[src/rtl/mdio_master.sv]
// ---------------------------------------------------------------------------
// mdio_master
//   Clause 22 MDIO management master. Takes one register read or write command
//   over a valid/ready handshake, runs the 64-bit serial frame on MDC/MDIO, and
//   reports completion with a single-cycle response pulse.
//
// Ports
//   aclk, aresetn        system clock, asynchronous active-low reset
//   cmd_valid/cmd_ready  command handshake (ready only while idle)
//   cmd_write            1 = write, 0 = read
//   cmd_reg, cmd_wdata   register address and write data
//   rsp_valid            one-cycle completion pulse
//   rsp_rdata, rsp_err   read data and "no PHY answered" flag (0 for writes);
//                        both hold until the next completion
//   mdc                  management clock (idle low)
//   mdio_o, mdio_oe      pad output data and output enable (1 = drive)
//   mdio_i               pad input, synchronised internally
// ---------------------------------------------------------------------------
module mdio_master #(
    parameter int         CLK_DIV  = 20,
    parameter logic [4:0] PHY_ADDR = 5'h01
) (
    input  logic        aclk,
    input  logic        aresetn,
    input  logic        cmd_valid,
    output logic        cmd_ready,
    input  logic        cmd_write,
    input  logic [4:0]  cmd_reg,
    input  logic [15:0] cmd_wdata,
    output logic        rsp_valid,
    output logic [15:0] rsp_rdata,
    output logic        rsp_err,
    output logic        mdc,
    output logic        mdio_o,
    output logic        mdio_oe,
    input  logic        mdio_i
);

    localparam int            DW       = (CLK_DIV > 1) ? $clog2(CLK_DIV) : 1;
    localparam logic [DW-1:0] DIV_LAST = DW'(CLK_DIV - 1);

    localparam logic [1:0] S_IDLE  = 2'd0;
    localparam logic [1:0] S_SHIFT = 2'd1;
    localparam logic [1:0] S_DONE  = 2'd2;

    logic [1:0]    state_q, state_d;
    logic [DW-1:0] div_q, div_d;
    logic [5:0]    bit_q, bit_d;
    logic          mdc_q, mdc_d;
    logic          mdio_o_q, mdio_o_d;
    logic          mdio_oe_q, mdio_oe_d;
    // Frame bits still to be sent; the bit currently on the wire lives in mdio_o_q.
    logic [62:0]   tx_q, tx_d;
    logic          write_q, write_d;
    logic [15:0]   rx_q, rx_d;
    logic          ta_q, ta_d;
    logic [15:0]   rsp_rdata_q, rsp_rdata_d;
    logic          rsp_err_q, rsp_err_d;
    logic [1:0]    sync_q, sync_d;
    logic [63:0]   frame;

    // Full frame for the command being offered; only used on the accept edge.
    // Released positions of a read (TA, data) are filled with 1s but never driven.
    assign frame = {32'hFFFF_FFFF, 2'b01,
                    (cmd_write ? 2'b01 : 2'b10),
                    PHY_ADDR, cmd_reg,
                    (cmd_write ? 2'b10 : 2'b11),
                    (cmd_write ? cmd_wdata : 16'hFFFF)};

    always_comb begin
        state_d     = state_q;
        div_d       = div_q;
        bit_d       = bit_q;
        mdc_d       = mdc_q;
        mdio_o_d    = mdio_o_q;
        mdio_oe_d   = mdio_oe_q;
        tx_d        = tx_q;
        write_d     = write_q;
        rx_d        = rx_q;
        ta_d        = ta_q;
        rsp_rdata_d = rsp_rdata_q;
        rsp_err_d   = rsp_err_q;
        sync_d      = {sync_q[0], mdio_i};

        case (state_q)
            S_IDLE: begin
                mdc_d     = 1'b0;
                mdio_o_d  = 1'b1;
                mdio_oe_d = 1'b0;
                if (cmd_valid) begin
                    state_d   = S_SHIFT;
                    write_d   = cmd_write;
                    div_d     = '0;
                    bit_d     = 6'd0;
                    tx_d      = frame[62:0];
                    mdio_o_d  = frame[63];
                    mdio_oe_d = 1'b1;
                    rx_d      = 16'h0000;
                    ta_d      = 1'b0;
                end
            end
            S_SHIFT: begin
                if (div_q != DIV_LAST) begin
                    div_d = div_q + 1'b1;
                end else begin
                    div_d = '0;
                    if (!mdc_q) begin
                        // Rising MDC: sample the PHY while data is centred in the bit.
                        mdc_d = 1'b1;
                        if (!write_q) begin
                            if (bit_q == 6'd47) begin
                                ta_d = sync_q[1];
                            end else if (bit_q >= 6'd48) begin
                                rx_d = {rx_q[14:0], sync_q[1]};
                            end
                        end
                    end else begin
                        // Falling MDC: the only place the pad data/enable change.
                        mdc_d = 1'b0;
                        if (bit_q == 6'd63) begin
                            state_d     = S_DONE;
                            mdio_o_d    = 1'b1;
                            mdio_oe_d   = 1'b0;
                            rsp_rdata_d = write_q ? 16'h0000 : rx_q;
                            rsp_err_d   = write_q ? 1'b0 : ta_q;
                        end else begin
                            bit_d     = bit_q + 6'd1;
                            tx_d      = {tx_q[61:0], 1'b1};
                            mdio_o_d  = tx_q[62];
                            // Reads hand the bus to the PHY from bit 46 onwards.
                            mdio_oe_d = write_q || (bit_q < 6'd45);
                        end
                    end
                end
            end
            S_DONE: begin
                state_d = S_IDLE;
            end
            default: begin
                state_d   = S_IDLE;
                mdc_d     = 1'b0;
                mdio_o_d  = 1'b1;
                mdio_oe_d = 1'b0;
            end
        endcase
    end

    always_ff @(posedge aclk or negedge aresetn) begin
        if (!aresetn) begin
            state_q     <= S_IDLE;
            div_q       <= '0;
            bit_q       <= 6'd0;
            mdc_q       <= 1'b0;
            mdio_o_q    <= 1'b1;
            mdio_oe_q   <= 1'b0;
            tx_q        <= '0;
            write_q     <= 1'b0;
            rx_q        <= 16'h0000;
            ta_q        <= 1'b0;
            rsp_rdata_q <= 16'h0000;
            rsp_err_q   <= 1'b0;
            sync_q      <= 2'b11;
        end else begin
            state_q     <= state_d;
            div_q       <= div_d;
            bit_q       <= bit_d;
            mdc_q       <= mdc_d;
            mdio_o_q    <= mdio_o_d;
            mdio_oe_q   <= mdio_oe_d;
            tx_q        <= tx_d;
            write_q     <= write_d;
            rx_q        <= rx_d;
            ta_q        <= ta_d;
            rsp_rdata_q <= rsp_rdata_d;
            rsp_err_q   <= rsp_err_d;
            sync_q      <= sync_d;
        end
    end

    assign cmd_ready = (state_q == S_IDLE);
    assign rsp_valid = (state_q == S_DONE);
    assign rsp_rdata = rsp_rdata_q;
    assign rsp_err   = rsp_err_q;
    assign mdc       = mdc_q;
    assign mdio_o    = mdio_o_q;
    assign mdio_oe   = mdio_oe_q;

endmodule

[config.mk]
export PLATFORM = sky130hd
export DESIGN_NAME = mdio_master
export DESIGN_NICKNAME = d
export VERILOG_FILES = /design/src/rtl/mdio_master.sv
export SDC_FILE = /design/constraint.sdc
export NUM_CORES = 1
export LEC_CHECK = 0
export BUFFER_PORTS_ARGS = -buffer_cell sky130_fd_sc_hd__buf_2
export CORE_ASPECT_RATIO = 1.75
export CORE_UTILIZATION = 40
export CTS_CLUSTER_SIZE = 14
export DETAILED_ROUTE_END_ITERATION = 8
export PLACE_DENSITY = 0.69
export SLEW_MARGIN = 20
export SYNTH_ARGS = -nofsm -noshare
export SYNTH_HDL_FRONTEND = slang
export SYNTH_SLANG_ARGS = --single-unit
export TNS_END_PERCENT = 100
[constraint.sdc]
create_clock -name aclk -period 2.05 [get_ports aclk]
set_clock_uncertainty 0.05 [all_clocks]
set_input_delay 0.41 -clock aclk [delete_from_list [all_inputs] [get_ports aclk]]
set_output_delay 0.41 -clock aclk [all_outputs]
set_load 0.02 [all_outputs]
==> summary.md <==
| Metric | Value |
|---|---|
| Switching portion of total power | `18.88%` |
| Mean Syn Cell Area | `9.746 um^2` |
| Post-synth top cells | `dfrtp_1, nand2_1, nor2_1` |
| Clock slew at the register clock pins of the worst setup and hold paths | `~0.050 ns` |
| Final antenna-violating net count | `0` |
| Post-route minimum period | `between 1.5 and 2 ns` |
| Yosys reg bits | `about 120` |
| Slew @ Worst Pin | `0.6029 ns` |
| WL/cell | `~15 um` |
| Drt first pass iters | `4` |
| Setup ws final | `0.1376 ns` |
| Initial Utilization | `41.34%` |
| CTS Root Cell | `clkbuf_16` |
| Ys async rst share | `100.0%` |
| Vias per cell | `5.209` |
| Crit-path max FO | `16` |
| Switch Pwr | `1.116 mW` |
| CP Launch Type | `register` |
| Post-synth EDFFs | `0` |
| Initial DRC Count | `266` |
| Area Overhead vs Synth | `24.47%` |
| Die Area | `12940 um^2` |
| Layout fillers | `1100` |
| Worst skew pair latency | `0.40 ns` |
| WL final | `around 11000 um` |
| Synth Warn # | `0` |
| Max IR drop VDD | `0.5411 mV` |
| Post-synth design cell area | `4990 um^2` |
| Clk sinks | `116` |
| Area of the multi-input gates | `1862 um^2` |
| Slew HR | `59.71%` |
| Max frequency | `522.9 MHz` |
| Top cell type's share of synthesized area | `56.67%` |
| Comb pwr share | `under 10%` |
| Core area | `12070 um^2` |
| Syn_nets | `about 540` |
| Placer Congestion | `0.7781` |
| DRC | `0` |
| Global-route wire length before repair | `18430 um` |
| Share of layout cells above drive strength 1 | `roughly a fifth` |
| # IOs | `48` |
| WP data arrival | `~2.2 ns` |
| Cell internal pwr | `4.795 mW` |
| Final-report hold violation count | `0` |
| Clock Power Share | `56.7%` |
| Tcrit/Tclk final | `roughly 93%` |
| Lkg Pwr | `2.965 nW` |
| Die span in x | `86.43 um` |
| # H-tree levels | `4` |
| Slew Viols, Final | `0` |
| Synth top area cells | `dfrtp_1, nor3_1, nand2_1` |
| Ant. Diodes | `0` |
| Sequential share of power | `between 40% and 50%` |
| Sequential fraction of the synthesis area | `around three fifths` |
| CTS tree | `yes` |
| Worst endpoint required time | `~2.3 ns` |
| # setup viols final | `0` |
| Critical Path End Type | `register` |
| Register Area | `2907 um^2` |
| Overall routing resource usage | `a little under a fifth` |
| Vias post-DR | `3870` |
| Cells after Synth | `512` |
| Die H | `149.8 um` |
| Vias in the first global route | `3969` |
| Dominant cell type by area after synthesis | `dfrtp_1` |
| Hold slack | `0.06288 ns` |
| Power density cells | `between 900 and 1000 nW/um^2` |
| Final HPWL DP | `about 7000 um` |
| Maximum buffer depth of the clock tree | `2` |
| GRT Residual Overflow | `0` |
| Layout net count | `just under 600` |
| CTS Buf Count | `17` |
| Status | `finished, final reports clean` |
| Post-synth cell types | `40` |
| Max Cap Violations | `0` |
| Critical path class | `reg2reg` |
| Antenna violations before repair | `0` |
| Hold crit path type | `in2reg` |
| Most common cell in the netlist | `dfrtp_1` |
| Post-Place Setup Slack | `-0.02914 ns` |
| Rows | `53` |
| Pin count of the biggest net entering global routing | `40` |
| IO buf count | `47` |
| Ys flop type | `dfrtp_1` |
## final timing paths
kind / startpoint / endpoint / slack [ns] / cells after the start
worst max-delay path: div_q[1]$_DFFE_PN0P_ / rx_q[14]$_DFFE_PN0P_ / 0.14 / 7
worst min-delay path: mdio_i / sync_q[0]$_DFF_PN1_ / 0.06 / 1
worst max register to register: div_q[1]$_DFFE_PN0P_ / rx_q[14]$_DFFE_PN0P_ / 0.14 / 7
worst min register to register: sync_q[0]$_DFF_PN1_ / sync_q[1]$_DFF_PN1_ / 0.31 / 0
max in group asynchronous: aresetn / mdio_o$_DFFE_PN1P_ / 0.95 / 3
min in group asynchronous: aresetn / tx_q[25]$_DFFE_PN0P_ / 0.45 / 2
## timing repair
item,in CTS,in global routing
resized for setup,1,5
buffers inserted,0,1
endpoints found under the setup margin,2,69
pin swaps,0,0
endpoints found under the hold margin,27,0
cloned,0,0
hold buffers,1,0
## layer usage
metal	track usage [%]	vias up	part of all wire, %
li1	-	1884	-
met1	20.09	1912	41
met2	33.57	63	56
met3	4.909	11	2.2
met4	6.750	0	1.2
met5	0	-	0
## layout by cell type (no fill, tap or decap), types with 2 or more instances in the layout
master     Yosys  final
nand2b_1       2      2
nand2_1       60     59
nor2_1        58     58
o22a_1         2      2
inv_1         24     24
buf_4          2     20
a31oi_1        3      3
clkbuf_1      24      3
nand4_1        2      2
o22ai_1       21     21
mux2i_1       19     19
dfrtp_1      113    113
o21ai_0       19     19
nor3_1        56     56
buf_12         0      4
o31ai_1       18     18
a21oi_1       40     40
bufinv_16      0      6
or4_1          2      2
ha_1           3      2
dfstp_2        3      3
clkbuf_8       0      3
buf_2          8     46
clkbuf_16      0     17
o211ai_1       2      2
clkinv_2       0      2
nand3_1        9      9
## sequential cells by signal (all words and copies together) (netlist names)
| name | flops |
|---|---|
| rsp_err | 1 |
| rsp_rdata | 16 |
| tx_q | 63 |
| mdio_o | 1 |
| state_q | 2 |
| sync_q | 2 |
| write_q | 1 |
| ta_q | 1 |
| mdc | 1 |
| rx_q | 16 |
| bit_q | 6 |
| div_q | 5 |
| mdio_oe | 1 |
## power groups by stage
stage | clock network (mW) | registers (mW) | logic (mW)
2_1_floorplan | 0 | 2.41 | 0.0766
3_3_place_gp | 0 | 2.41 | 0.175
3_5_place_dp | 0 | 2.42 | 0.182
4_1_cts | 3.42 | 2.38 | 0.185
5_1_grt | 3.53 | 2.38 | 0.206
6_report | 3.35 | 2.38 | 0.179
## layout make-up
type / instances / share of cell area (%)
clock buffer: 23 / 7.695
timing repair buffer: 71 / 7.575
inverter: 24 / 1.450
tap: 165 / 3.324
multi-input combinational: 335 / 29.98
clock inverter: 9 / 3.183
sequential: 116 / 46.80
## worst max-delay path, stage by stage, from the launching register on
cell and delay [ns]:
dfrtp_1 0.43, ha_4 0.18, and4bb_4 0.29, buf_4 0.15, nand2_1 0.12, a21oi_4 0.18, buf_12 0.18, mux2i_1 0.23
## per-stage QoR
| step | cell area (um^2) | cells | power (mW) | setup TNS (ns) | util [%] |
|---|---|---|---|---|---|
| floorplan | 4990 | 512 | 2.487 | 0 | - |
| global placement | 5493 | 709 | 2.588 | 0 | 45.51 |
| detailed placement | 5493 | 709 | 2.598 | -0.02914 | 45.51 |
| CTS | 6178 | 742 | 5.986 | 0 | 51.19 |
| global route | 6211 | 743 | 6.123 | -0.01114 | 51.46 |
| finish | 6211 | 743 | 5.912 | 0 | 51.46 |
## cell families (layout without fill, tap and decap cells)
| family | after synthesis | after routing | synth area share (%) |
|---|---|---|---|
| xor gates and xnor gates | 1 | 1 | 0.1756 |
| AOI/OAI and AO/OA | 111 | 111 | 13.72 |
| muxes | 19 | 19 | 3.811 |
| and+or+nand+nor | 201 | 201 | 18.20 |
| buffers and inverters | 61 | 127 | 5.090 |
| DFF | 116 | 116 | 58.25 |
| adders and majority gates | 3 | 3 | 0.7523 |
Note: power is estimated with default switching activity, not from simulation.
